## src/rtl/display_scan_pkg.sv

```systemverilog
// Shared state encoding, code width and width helpers for the display scan controller.
package display_scan_pkg;

    localparam int CODE_W = 4;

    typedef enum logic [1:0] {
        IDLE  = 2'd0,
        BLANK = 2'd1,
        SHOW  = 2'd2
    } scan_state_e;

    function automatic int clog2(input int value);
        int width;
        int rem;
        width = 0;
        rem   = value - 1;
        while (rem > 0) begin
            width++;
            rem = rem >> 1;
        end
        return width;
    endfunction

    function automatic int max3(input int a, input int b, input int c);
        int m;
        m = (a > b) ? a : b;
        return (m > c) ? m : c;
    endfunction

endpackage

```

## src/rtl/display_scan_controller_if.sv

```systemverilog
// Digit-bank update handshake between host logic (master) and the scan controller (slave).
interface display_scan_controller_if
    import display_scan_pkg::*;
#(
    parameter int NUM_DIGITS = 4
) ();

    logic                         upd_req;
    logic [CODE_W*NUM_DIGITS-1:0] upd_data;
    logic                         upd_ack;

    modport master (output upd_req, output upd_data, input upd_ack);
    modport slave  (input upd_req, input upd_data, output upd_ack);

endinterface

```

## src/rtl/display_scan_controller_phase_counter.sv

```systemverilog
// Loadable down-counter that holds at zero; tc flags the last cycle of a scan phase.
module scan_phase_counter #(
    parameter int WIDTH = 2
) (
    input  logic             clk,
    input  logic             reset,
    input  logic             load,
    input  logic [WIDTH-1:0] load_value,
    output logic             tc
);

    logic [WIDTH-1:0] count_q, count_d;

    always_comb begin
        count_d = count_q;
        if (load) begin
            count_d = load_value;
        end else if (count_q != '0) begin
            count_d = count_q - WIDTH'(1);
        end
    end

    // NOTE: sequential state only ever takes non-blocking assignments.
    always_ff @(posedge clk) begin
        if (reset) begin
            count_q <= '0;
        end else begin
            count_q <= count_d;
        end
    end

    assign tc = (count_q == '0);

endmodule

```

## src/rtl/display_scan_controller.sv

```systemverilog
// Multiplexes one segment decoder across NUM_DIGITS positions with blanking and a double-buffered bank.
// Optional build macro LEADING_ZERO_BLANK_EN darkens leading zero digits (digit 0 always lit).
module display_scan_controller
    import display_scan_pkg::*;
#(
    parameter int NUM_DIGITS   = 4,
    parameter int DIGIT_CYCLES = 1000,
    parameter int BLANK_CYCLES = 2
) (
    input  logic                     clk,
    input  logic                     reset,
    input  logic                     enable,
    display_scan_controller_if.slave upd,
    output logic [CODE_W-1:0]        decoder_code,
    output logic [NUM_DIGITS-1:0]    digit_enable,
    output logic                     frame_start
);

    localparam int IDX_W = clog2(NUM_DIGITS);
    localparam int CNT_W = clog2(max3(DIGIT_CYCLES, BLANK_CYCLES, 2));
    localparam logic [CNT_W-1:0] DIGIT_LOAD = CNT_W'(DIGIT_CYCLES - 1);
    localparam logic [CNT_W-1:0] BLANK_LOAD = CNT_W'((BLANK_CYCLES > 0) ? BLANK_CYCLES - 1 : 0);
    localparam logic [IDX_W-1:0] LAST_IDX   = IDX_W'(NUM_DIGITS - 1);

    typedef logic [NUM_DIGITS-1:0][CODE_W-1:0] bank_t;

    scan_state_e           state_q, state_d;
    logic [IDX_W-1:0]      idx_q, idx_d;
    bank_t                 active_q, active_d;
    bank_t                 pending_q, pending_d;
    logic                  pending_valid_q, pending_valid_d;
    logic                  upd_ack_q, upd_ack_d;
    logic [CODE_W-1:0]     decoder_code_q, decoder_code_d;
    logic [NUM_DIGITS-1:0] digit_enable_q, digit_enable_d;
    logic                  frame_start_q, frame_start_d;
    logic                  cnt_load;
    logic [CNT_W-1:0]      cnt_load_value;
    logic                  cnt_tc;
    logic                  swap;

    scan_phase_counter #(.WIDTH(CNT_W)) u_phase_counter (
        .clk        (clk),
        .reset      (reset),
        .load       (cnt_load),
        .load_value (cnt_load_value),
        .tc         (cnt_tc)
    );

    // NOTE: every signal gets a default first so no path can infer a latch.
    always_comb begin
        state_d         = state_q;
        idx_d           = idx_q;
        active_d        = active_q;
        pending_d       = pending_q;
        pending_valid_d = pending_valid_q;
        upd_ack_d       = 1'b0;
        frame_start_d   = 1'b0;
        cnt_load        = 1'b0;
        cnt_load_value  = DIGIT_LOAD;
        swap            = pending_valid_q && (state_q == IDLE);

        if (!enable) begin
            state_d = IDLE;
            idx_d   = '0;
        end else begin
            case (state_q)
                IDLE: begin
                    idx_d         = '0;
                    frame_start_d = 1'b1;
                    cnt_load      = 1'b1;
                    if (BLANK_CYCLES > 0) begin
                        state_d        = BLANK;
                        cnt_load_value = BLANK_LOAD;
                    end else begin
                        state_d = SHOW;
                    end
                end
                BLANK: begin
                    if (cnt_tc) begin
                        state_d  = SHOW;
                        cnt_load = 1'b1;
                    end
                end
                SHOW: begin
                    if (cnt_tc) begin
                        cnt_load = 1'b1;
                        if (idx_q == LAST_IDX) begin
                            idx_d         = '0;
                            frame_start_d = 1'b1;
                            swap          = pending_valid_q;
                        end else begin
                            idx_d = idx_q + IDX_W'(1);
                        end
                        if (BLANK_CYCLES > 0) begin
                            state_d        = BLANK;
                            cnt_load_value = BLANK_LOAD;
                        end
                    end
                end
                default: state_d = IDLE;
            endcase
        end

        // A swap and a capture are exclusive: swap needs pending_valid, capture needs it clear.
        if (swap) begin
            active_d        = pending_q;
            pending_valid_d = 1'b0;
        end
        if (upd.upd_req && !pending_valid_q) begin
            pending_d       = upd.upd_data;
            pending_valid_d = 1'b1;
            upd_ack_d       = 1'b1;
        end
    end

    // Outputs are derived from next-state values so the registered outputs track the state.
    always_comb begin
        decoder_code_d = '0;
        digit_enable_d = '0;
        if (state_d != IDLE) begin
            decoder_code_d = active_d[idx_d];
        end
        if (state_d == SHOW) begin
            digit_enable_d = NUM_DIGITS'(1) << idx_d;
        end
`ifdef LEADING_ZERO_BLANK_EN
        if (idx_d != '0 && (active_d >> (CODE_W * int'(idx_d))) == '0) begin
            digit_enable_d = '0;
        end
`else
`endif
    end

    // NOTE: the digit banks are reset as well so a restart never shows stale codes.
    always_ff @(posedge clk) begin
        if (reset) begin
            state_q         <= IDLE;
            idx_q           <= '0;
            active_q        <= '0;
            pending_q       <= '0;
            pending_valid_q <= 1'b0;
            upd_ack_q       <= 1'b0;
            decoder_code_q  <= '0;
            digit_enable_q  <= '0;
            frame_start_q   <= 1'b0;
        end else begin
            state_q         <= state_d;
            idx_q           <= idx_d;
            active_q        <= active_d;
            pending_q       <= pending_d;
            pending_valid_q <= pending_valid_d;
            upd_ack_q       <= upd_ack_d;
            decoder_code_q  <= decoder_code_d;
            digit_enable_q  <= digit_enable_d;
            frame_start_q   <= frame_start_d;
        end
    end

    assign upd.upd_ack   = upd_ack_q;
    assign decoder_code  = decoder_code_q;
    assign digit_enable  = digit_enable_q;
    assign frame_start   = frame_start_q;

endmodule
```

## src/flat_wrapper.sv

```systemverilog
// flat-port wrapper written by rule: the top's interface ports become plain ports
module display_scan_controller_flat import display_scan_pkg::*;
#(
    parameter int NUM_DIGITS   = 4,
    parameter int DIGIT_CYCLES = 1000,
    parameter int BLANK_CYCLES = 2
)
  (clk, reset, enable, decoder_code, digit_enable, frame_start, upd_upd_req, upd_upd_data, upd_upd_ack);
  display_scan_controller_if #(.NUM_DIGITS(NUM_DIGITS)) upd_i ();
  input  logic clk;
  input  logic reset;
  input  logic enable;
  output logic [CODE_W-1:0] decoder_code;
  output logic [NUM_DIGITS-1:0] digit_enable;
  output logic frame_start;
  input wire logic [$bits(upd_i.upd_req)-1:0] upd_upd_req;
  input wire logic [$bits(upd_i.upd_data)-1:0] upd_upd_data;
  output wire logic [$bits(upd_i.upd_ack)-1:0] upd_upd_ack;
  assign upd_i.upd_req = upd_upd_req;
  assign upd_i.upd_data = upd_upd_data;
  assign upd_upd_ack = upd_i.upd_ack;
  display_scan_controller #(.NUM_DIGITS(NUM_DIGITS), .DIGIT_CYCLES(DIGIT_CYCLES), .BLANK_CYCLES(BLANK_CYCLES)) u_core (.clk(clk), .reset(reset), .enable(enable), .upd(upd_i), .decoder_code(decoder_code), .digit_enable(digit_enable), .frame_start(frame_start));
endmodule
```

## config.mk

```make
export PLATFORM = sky130hd
export DESIGN_NAME = display_scan_controller_flat
export DESIGN_NICKNAME = d
export VERILOG_FILES = /design/src/rtl/display_scan_pkg.sv /design/src/rtl/display_scan_controller_if.sv /design/src/rtl/display_scan_controller_phase_counter.sv /design/src/rtl/display_scan_controller.sv /design/src/flat_wrapper.sv
export SDC_FILE = /design/constraint.sdc
export NUM_CORES = 1
export LEC_CHECK = 0
export CAP_MARGIN = 25
export CELL_PAD_IN_SITES_DETAIL_PLACEMENT = 0
export CELL_PAD_IN_SITES_GLOBAL_PLACEMENT = 1
export CORE_MARGIN = 2
export CORE_UTILIZATION = 42
export DETAILED_ROUTE_END_ITERATION = 16
export GPL_ROUTABILITY_DRIVEN = 0
export PLACE_DENSITY = 0.83
export SLEW_MARGIN = 20
export SYNTH_ARGS = -nofsm -noshare
export SYNTH_HDL_FRONTEND = slang
export SYNTH_SLANG_ARGS = --single-unit
```

## constraint.sdc

```tcl
create_clock -name clk -period 2.6 [get_ports clk]
set_input_delay 0.65 -clock clk [delete_from_list [all_inputs] [get_ports clk]]
set_output_delay 0.65 -clock clk [all_outputs]
set_load 0.005 [all_outputs]
```

Word-level counts from Yosys, hierarchy flattened
Index checks and enable logic that the tools add are counted.
Storage, ports and cells
  register bits: 57
  bits of input ports: 20
  output and inout port bits: 10
  logic and storage cells: 69
Operators by class
  $add $sub $neg: 2
  order comparisons: 1
  equality and inequality tests: 4
  shifts and indexed selects: 1
  mux-type cells: 29
  bitwise operators: 3
  reductions and logical operators: 13
Operators by type and width (count)
  two-way mux 10 bit: 4
  case mux 10 bit (2 select lines): 1
  two-way mux 16 bit: 1
  two-way mux 2 bit: 6
  two-way mux 1 bit: 11
  zero test 10 bit: 1
  nonzero test 10 bit: 1
  subtractor 10 x 1 -> 10 bit, second input constant: 1
  binary-select mux 4 bit (select 2 bit): 1
  OR reduction 2 bit: 4
  equality test 2 bit, second input constant: 3
  case mux 2 bit (3 select lines): 1
  nonzero test 2 bit: 3
  two-way mux 4 bit: 1
  case mux 1 bit (2 select lines): 2
  case mux 2 bit (2 select lines): 1
  << shifter 1 x 2 -> 4 bit, first input constant: 1
  less-than comparator 2 x 3 -> 1 bit, second input constant: 1
  NOT 1 bit: 3
  adder 2 x 1 -> 2 bit, second input constant: 1
  equality test 2 x 1 -> 1 bit, second input constant: 1
  logical AND 1 bit: 2
  zero test 2 bit: 1
  zero test 1 bit: 1

Logic depth before layout (Yosys ltp)
Gate-level depths: netlist (run 1).
  depth after elaboration: 9
  depth in mapped cells: 11
  gate-level depth less buffers: 8

Hierarchy
From an unflattened synthesis (run 1), not the netlist that was laid out.
Unflattened totals
  cell total of the unflattened synthesis: 283
  area total of the unflattened synthesis: 2577.5 µm²
Modules (own cells, without submodules)
  display_scan_controller: times used 1, cells an instance 210, area each 1964.4 µm², seq. area each 940.9 µm²
  scan_phase_counter: times used 1, cells an instance 73, area each 613.1 µm², seq. area each 200.2 µm²

Worst setup path after synthesis (run 1)
OpenSTA, ideal clock, no wires.
  path type: register to register
  start point: register u_core.u_phase_counter.count_q[0]
  end point: register u_core.decoder_code_q[1] (netlist: u_core.decoder_code[1])
  library setup time: 75 ps
  data arrival time: 2079 ps
  required time: 2525 ps
  setup slack: 446 ps
  stages on the path, launching flop included: 9
  buffers on the path: 1
  clock period less this slack: 2154 ps
  path through: dfxtp_1 -> inv_1 -> ha_1 -> nor4b_4 -> nand3_1 -> o31ai_4 -> buf_4 -> mux2_2 -> o22ai_1
Between the ends
  cells in the longest elaborated chain, start to end: 7
  elaborated cells between the ends (all ways): 17
  those cells by class: mux: 13; bitwise: 1; reduce/logical: 3
RTL lines
  start: declaration: line display_scan_controller_phase_counter.sv:12  | logic [WIDTH-1:0] count_q, count_d;
  start signal: assignment: line display_scan_controller_phase_counter.sv:28  | count_q <= count_d;
  zero test 10 bit (*): line display_scan_controller_phase_counter.sv:32  | assign tc = (count_q == '0);
  two-way mux 1 bit, or another cell as far along: line display_scan_controller.sv:85  | if (cnt_tc) begin
  two-way mux 1 bit / case mux 2 bit (3 select lines) (equally long branches): line display_scan_controller.sv:66  | case (state_q)
  two-way mux 1 bit / two-way mux 2 bit (equally long branches): line display_scan_controller.sv:62  | if (!enable) begin
  two-way mux 16 bit / nonzero test 2 bit (equally long branches): line display_scan_controller.sv:105, display_scan_controller.sv:120
  binary-select mux 4 bit (select 2 bit) / NOT 1 bit (equally long branches)
  two-way mux 4 bit (not written as such) / OR reduction 2 bit (equally long branches)
  end signal: assignment: line display_scan_controller.sv:153  | decoder_code_q <= decoder_code_d;
  end: declaration: line display_scan_controller.sv:33  | logic [CODE_W-1:0] decoder_code_q, decoder_code_d;
Mark *: on every way between the ends. The rest lies on a longest branch, timed or not. The select of a mux whose other input is x is not followed.
A chain may end at the register's enable or synchronous reset.

Worst setup path after layout (run 1)
  start point: register u_core.state_q[0]
  end point: register u_core.decoder_code_q[1] (netlist: u_core.decoder_code[1])
Between the ends
  cells in the longest elaborated chain, start to end: 9
  elaborated cells between the ends (all ways): 20
  those cells by class: eq/ne: 2; mux: 13; bitwise: 1; reduce/logical: 4
RTL lines
  start: declaration: line display_scan_controller.sv:27  | scan_state_e state_q, state_d;
  start signal: assignment: line display_scan_controller.sv:147  | state_q <= state_d;
  zero test 2 bit: line display_scan_controller.sv:60, display_scan_controller.sv:66
  logical AND 1 bit: line display_scan_controller.sv:60  | swap = pending_valid_q && (state_q == IDLE);
  two-way mux 1 bit: line display_scan_controller.sv:87  | if (idx_q == LAST_IDX) begin
  two-way mux 1 bit: line display_scan_controller.sv:85
  two-way mux 1 bit: line display_scan_controller.sv:66
  two-way mux 1 bit: line display_scan_controller.sv:62
  two-way mux 16 bit: line display_scan_controller.sv:105  | if (swap) begin
  binary-select mux 4 bit (select 2 bit): line display_scan_controller.sv:121  | decoder_code_d = active_d[idx_d];
  two-way mux 4 bit (not written as such): line display_scan_controller.sv:121
Parallel ways exist; a longest one is shown, timed or not. The select of a mux whose other input is x is not followed.

==> results of run 1 <==
critical path, delay by kind of cell (launching register included):
kind                     cells  cell delay, ns
flip-flops                   1            0.40
multiplexers                 2            0.43
buffers and inverters        1            0.09
adder cells (fa/ha/maj)      1            0.34
AO/OA/AOI/OAI                2            0.64
AND/OR/NAND/NOR              1            0.35
area by class of cell:
cell class	instances	area (sq um)	share of cell area, %
multi-input combinational	214	1309	41.28
sequential	57	1141	35.99
inverter	6	22.52	0.7103
tap	75	93.84	2.960
clock buffer	11	141.4	4.459
timing repair buffer	43	407.9	12.87
clock inverter	5	55.05	1.736
stage by stage:
step           total power [mW]  instances
6_report                  2.267        411
5_1_grt                   2.392        411
4_1_cts                   2.292        411
3_5_place_dp              1.469        395
3_3_place_gp              1.465        395
2_1_floorplan             1.334        294
synth_stat cells (all sizes together) (4+ instances only):
cell	number	area, sq um
nand2	73	274.0
dfxtp	57	1141
a21oi	41	205.2
mux2i	18	180.2
nor2	14	52.55
clkbuf	12	45.04
mux2	8	90.09
xnor2	7	61.31
ha	6	75.07
inv	6	22.52
buf	5	61.30
nor3	5	30.03
nor2b	4	25.02
o22ai	4	25.02
worst max path at each step:
stage,cells past startpoint,start,to
4_1_cts,7,u_core.state_q[0],u_core.decoder_code[1]
3_3_place_gp,6,enable,u_core.decoder_code[3]
3_5_place_dp,6,enable,u_core.decoder_code[1]
5_1_grt,8,u_core.u_phase_counter.count_q[0],u_core.u_phase_counter.count_q[6]
6_report,7,u_core.state_q[0],u_core.decoder_code[1]
2_1_floorplan,8,u_core.u_phase_counter.count_q[0],u_core.decoder_code[1]
state kept, by name (all words and copies together), names as in the netlist:
register	count
u_core.u_phase_counter.count_q	10
u_core.state_q	2
u_core.pending_q	16
u_core.upd.upd_ack	1
u_core.active_q	16
u_core.decoder_code	4
u_core.pending_valid_q	1
u_core.idx_q	2
u_core.frame_start	1
u_core.digit_enable	4
routing by layer:
metal,up-vias,routed length [um]
li1,1081,-
met1,974,2620
met2,35,2372
met3,5,213
met4,0,53
met5,-,0
power by group through the flow:
| stage | logic (mW) | clock network, mW | registers [mW] |
|---|---|---|---|
| finish | 0.451 | 0.817 | 0.999 |
| global route | 0.502 | 0.882 | 1.01 |
| CTS | 0.455 | 0.839 | 0.998 |
| detailed placement | 0.451 | 0 | 1.02 |
| global placement | 0.449 | 0 | 1.02 |
| floorplan | 0.329 | 0 | 1.00 |
logic make-up after synthesis:
logic type               Yosys count  share of synthesized area, %
AO/OA/AOI/OAI                     60                         14.17
XOR/XNOR                           9                         3.057
AND/OR/NAND/NOR                  113                         20.14
buffers and inverters             23                         4.997
flip-flops                        57                         44.25
adder cells (fa/ha/maj)            6                         2.911
multiplexers                      26                         10.48
==> results list, run 1 <==
- 30 I/O pins were placed.
- The region available for standard cell placement spans 5921 sq um.
* Proportion of layout cells with a drive suffix above 1: 13.10%
- Number of max-slew violations in the final report: 0
- Maximum fanout count along the critical path: 19
- Worst-Skew Late Latency: 0.33 ns
- Most common cell after layout, fill and taps aside: nand2_1
- At the worst endpoint, the required time is 2.86 ns.
* Register area share after synthesis: 44.25%
- Critical R2R Launch: u_core.state_q[0]
- Initial antenna violation count: 0
- The routed design has 5.259 mm of wire.
* Net switching power: 0.6398 mW
- Peak clock frequency supported by timing: 429.2 MHz
- In this run the static leakage power is 1.125 nW.
- Root Buffer: clkbuf_8
- Die Wd: 82.36 um
- Setup slack closes at 0.2701 ns.
- Vias: 2,095
- Layer carrying the most global-route usage: met2
- The first global-routing pass estimated 8.976 mm of wire.
- In the synthesized netlist the dominant register cell turns out to be dfxtp_1.
- Hold buffers post-CTS: 0
* Switching share of total power: 28.22%
- CTS saw 57 sinks.
- Final worst hold slack: 0.4506 ns
* Number of cell rows: 28
- Global routing consumed, over all layers together, 17.73% of the routing resources.
* Met2 GRT Util: 27.02%
- Setup repair after global routing left no endpoint under its margin.
- Clock-pin slew was measured on the worst setup and hold paths at 0.07 ns.
- CTS max path bufs: 2
- The floorplan step defined a die boundary enclosing 6782 sq um.
- For met3 alone, demand over resource in global routing was 6.413%.
- Max-Cap Viols: 0
* Worst setup slack before clock tree synthesis: -0.06322 ns
- For hold timing, the worst endpoint is u_core.active_q[6].
* Effective utilization at floorplan: 43.55%
- DRC: 0
- Once the clock tree was built, the setup fixing pass inserted 0 buffers.
- Summing all placed instances gives a cell area of 2974 sq um.
- After routing the design area is 3171 sq um.
* CP cell instances: inv_1 > ha_1 > nor4bb_1 > a211o_2 > mux2i_1 > mux2_2 > o22ai_1
* Total number of H-tree levels: 3
* Startpoint types: register
- In the layout the commonest cells are nand2_1, dfxtp_1, a21oi_1, clkdlybuf4s50_1, mux2i_1.
- Number of buffers created by CTS: 9
* Clock group share of total power: 36.1%
- Internal Dissipation: 1.627 mW
- Count of mapped cells out of synthesis: 294
* Final critical-path share of the clock period: 89.61%
- Antenna-violating nets left: 0
* Count of final hold-check violations: 0
- Final-report setup violation count: 0
* Capturing element type of the critical path: register
* DR pass1 iterations: 5
* Fraction of power consumed by combinational cells: 19.9%
- Worst slew slack as a fraction of its limit: 51.64%
- Stage delay of the slowest cell on the critical path: 0.48 ns
* Maximum number of pins on one net before global-route repair: 24
- Yosys mapped a number of flops with a built-in enable equal to 0.
- Vertical die dimension: 82.36 um
* Endpoint arrival time on the critical path: 2.59 ns
- After the last flow step, the layout net total stands at 357.
- The worst path needs 2.330 ns of the cycle, external delays included.
- After the first detailed-routing iteration, the DRC count stood at 99.
* Category of the most critical setup path: reg -> reg
- Number of port buffers: 29
- 0 antenna diodes ended up in the layout.
- The run finished with clean final reports.
* Capture instance of the worst register-to-register path: u_core.decoder_code[1]
- In this run the most critical hold path is launched from u_core.active_q[6].
* Worst supply voltage drop on vdd: 0.4522 mV
- Area added between synthesis and finish: 22.95%
- Mapped Area: 2579 sq um
* Share of flip-flops with an asynchronous set or reset after synthesis: 0%
* Met1 usage in global routing: 22.77%
- Critical-path cell with the highest stage delay: a211o_2
- The number of global-route vias before repair is 1,931.
* Number of vias per cell: 5.097
- Number of distinct library cells after synthesis: 44
* Nets in the synthesized netlist: 320
- The worst hold path belongs to the class reg -> reg.
- Logic depth of the worst register-to-register path: 7
- Sequential cells burn 44.1% of the power.
- Worst Skew: 0.008126 ns
- In this run, post-CTS repair resized a total of 0 instances.
* Global-route congestion overflow total: 0
- Register-to-Register Setup Slack: 0.27 ns
* Final routed wire length divided by cell count: 12.80 um
* Number of synthesized register bits: 57
* Final HPWL DP: 3.705 mm
- Once layout is complete, the utilization of the core stands at 53.55%.
* Ys Warns: 0
* Cell count of the worst hold path: 2
- Setup TNS: 0 ns
- Clock tree from TritonCTS: yes
- Syn avg cell area: 8.771 sq um
- At the pin with the least slew margin, the transition time is 0.7179 ns.
* Filler cell count in the final layout: 539
- For this design the ratio of total power to cell area is 715.1 nW/um^2.
Note: power is estimated with default switching activity, not from simulation.
==> run 2, diff against run 1 <==
Settings changed: CORE_ASPECT_RATIO from default to 2, SLEW_MARGIN 20 to 10.
==> run 2 against run 1 <==
Critical path depth is 1 higher. Global-route usage is 0.14 points higher. Clock power is 37% higher. Flip-flop and latch count is the same. Non-clock buffer count fell by 4. Via count barely moved.
==> results list, run 2 (synthesis results as in run 1) <==
- The run finished with clean final reports.
- Capturing element type of the critical path: register
- The floorplan die width came to 59.41 um (-28%).
- The number of buffers added by the clock tree synthesis step came to 9 (unchanged).
- Worst Skew: 0.003744 ns (-0.004383 ns)
- The aggregate negative setup slack was 0 ns (unchanged).
* Number of cells upsized or downsized after cts: 0 (unchanged)
- The number of top-level pins came to 30 (unchanged).
* Final routed wire length divided by cell count: 13.90 um (+8.7%)
- Cell count of the worst hold path: 2 (unchanged)
- In this run the most critical hold path is launched from u_core.active_q[12].
- Final worst hold slack: 0.4517 ns (+0.001093 ns)
* Clock transition at path regs: 0.05 ns (-0.02 ns)
- Number of cell rows: 40 (+43%)
- Highest-count cells in the layout ignoring fill and taps: nand2_1, dfxtp_1, a21oi_1, clkdlybuf4s50_1, mux2i_1
- Lkg Pwr: 1.159 nW (+3.0%)
* Worst supply voltage drop on vdd: 0.4343 mV (-4.0%)
- Global-route congestion overflow total: 0 (unchanged)
- WL final: 5.492 mm (+4.4%)
- The number of antenna violations at the first check in global routing came to 0 (unchanged).
* Placed standard-cell area: 2929 sq um (-1.5%)
* Vertical die dimension: 114.8 um (+39%)
- Clock tree from TritonCTS: yes
- The max-slew headroom at the worst pin was 56.05% (+4.4 points).
* Startpoint types: register
- Worst-Skew Late Latency: 0.32 ns (about the same)
- In this run the worst hold path is classified as reg -> reg.
* Vias: 2,093 (-0.095%)
- Violation count after the first detailed-routing iteration: 80 (-19%)
- Most common cell after layout, fill and taps aside: nand2_1
* Largest registers: u_core.active_q: 16 flops, u_core.pending_q: 16 flops, u_core.u_phase_counter.count_q: 10 flops
- Logic depth of the worst register-to-register path: 8 (+1)
* CP cell instances: inv_1 > ha_1 > nor4b_4 > nand3_1 > o31ai_4 > buf_12 > mux2_2 > o22ai_1
- The critical path data arrival time is 2.65 ns (+0.06 ns).
- Final critical-path share of the clock period: 92.59% (+3.0 points)
* Min Tclk post-route: 2.407 ns (+0.07747 ns)
- The final setup violation count was 0 (unchanged).
* DR pass1 iterations: 4 (-1)
- The max-capacitance violation count is 0 (unchanged).
- Via count of the first global-routing pass: 2,059 (+6.6%)
- Hold buffers post-CTS: 0 (unchanged)
* Unrepaired setup endpoints after global routing: false
- Register-to-Register Setup Slack: 0.19 ns (-0.08 ns)
- The post-detailed-route via-to-cell ratio was 5.299 (+4.0%).
- The maximum level of the CTS H-tree came to 3 (unchanged).
* Power Density: 793.5 nW/um^2 (+11%)
- The maximum cell stage delay along the critical path came to 0.40 ns (-0.08 ns).
- Area added between synthesis and finish: 24.99%
- The area of all placed cells without fillers was 3223 sq um (+1.7%).
- The post-CTS setup buffer count was 0 (unchanged).
* Worst Tran Pin Value: 0.6523 ns (-0.06554 ns)
- The final routed DRC violation total is 0 (unchanged).
- The placeable core area came to 5956 sq um (+0.59%).
- Capture instance of the worst register-to-register path: u_core.decoder_code[2]
- Category of the most critical setup path: reg -> reg
* Proportion of layout cells with a drive suffix above 1: 12.05% (-1.0 points)
* Peak clock frequency supported by timing: 415.4 MHz (-3.2%)
- The buffer levels on the longest clock path came to 2 (unchanged).
- The required time reported for the critical path endpoint came to 2.84 ns (-0.02 ns).
- The total global-route track usage was 17.87% (+0.14 points).
* Critical-path cell with the highest stage delay: nor4b_4
- The total number of clock tree sinks came to 57 (unchanged).
- The die area is 6820 sq um (+0.56%).
- Maximum number of pins on one net before global-route repair: 26 (+8.3%)
- The worst register-to-register path begins at u_core.u_phase_counter.count_q[0].
- Maximum fanout count along the critical path: 24 (+5)
- The worst hold path terminates at u_core.active_q[12].
- Antenna-violating nets left: 0 (unchanged)
- Final HPWL DP: 3.901 mm (+5.3%)
* Count of final hold-check violations: 0 (unchanged)
- The quantity of I/O buffers inserted on ports was 29 (unchanged).
- The max-slew violation total from the final report is 0 (unchanged).
* Number of diodes added for antenna fixing: 0 (unchanged)
- Clock tree synthesis selected as its root buffer the cell clkbuf_16.
* NumNets Final: 353 (-1.1%)
- The wire length of the first global-routing pass was 9.094 mm (+1.3%).
* Filler cell count in the final layout: 544 (+0.93%)
* Final standard cell utilization of the core: 54.12% (+0.57 points)
* Effective utilization at floorplan: 43.30% (-0.26 points)
-- run 2: changes by cell type in the layout (fill, tap and decap cells not counted), sizes merged --
| cell | before | now |
|---|---|---|
| bufinv | 1 | 0 |
| clkbuf | 11 | 14 |
| clkinvlp | 2 | 0 |
| buf | 14 | 10 |
-- run 2: critical path, delay by kind of cell, from the launching register on --
kind | cells | cell delay (ns)
AND/OR/NAND/NOR | 2 | 0.73
buffers and inverters | 2 | 0.29
AO/OA/AOI/OAI | 2 | 0.44
multiplexers | 1 | 0.35
flip-flops | 1 | 0.31
adder cells (fa/ha/maj) | 1 | 0.21
-- run 2: cell type report --
type                    count  area, sq um  share of cell area [%]
clock inverters             2        10.01                  0.3106
repair buffers             39        377.9                   11.72
clock buffers              14        284.0                   8.812
multi-input cells         214         1309                   40.61
inverters                   6        22.52                  0.6988
flip-flops and latches     57         1141                   35.40
well taps                  63        78.83                   2.446
-- run 2: where the power goes --
part           internal, mW  switching (mW)
sequential            0.939          0.0626
combinational         0.209           0.226
clock                 0.744           0.378
-- run 2: how the worst max path moves through the flow --
| stage | startpoint | endpoint | slack [ns] | depth (start not counted) |
|---|---|---|---|---|
| after CTS | u_core.u_phase_counter.count_q[0] | u_core.decoder_code[2] | 0.16 | 8 |
| after global placement | enable | u_core.decoder_code[2] | 0.10 | 6 |
| final | u_core.u_phase_counter.count_q[0] | u_core.decoder_code[2] | 0.19 | 8 |
| after global routing | u_core.u_phase_counter.count_q[0] | u_core.decoder_code[2] | 0.002 | 8 |
| after detailed placement | enable | u_core.decoder_code[2] | 0.03 | 6 |
| after floorplan | u_core.u_phase_counter.count_q[0] | u_core.decoder_code[1] | 0.45 | 8 |
-- run 2: layer usage --
metal | global-route usage [%] | share of wire [%]
met1 | 18.30 | 39
met2 | 30.77 | 57
met3 | 6.074 | 3.1
met4 | 9.545 | 1.0
met5 | 0 | 0
-- run 2: through the flow --
stage | worst slack [ns] | total power, mW | instances
floorplan | 0.4464 | 1.334 | 294
global placement | 0.1017 | 1.451 | 379
detailed placement | 0.02693 | 1.458 | 379
CTS | 0.1578 | 2.593 | 395
global route | 0.002117 | 2.685 | 395
finish | 0.1926 | 2.558 | 395
==> run 3, diff against run 2 <==
Settings changed: GPL_ROUTABILITY_DRIVEN 0 to default.
==> results of run 3 <==
The final DEF is identical to that of run 2; final timing and power are the same.
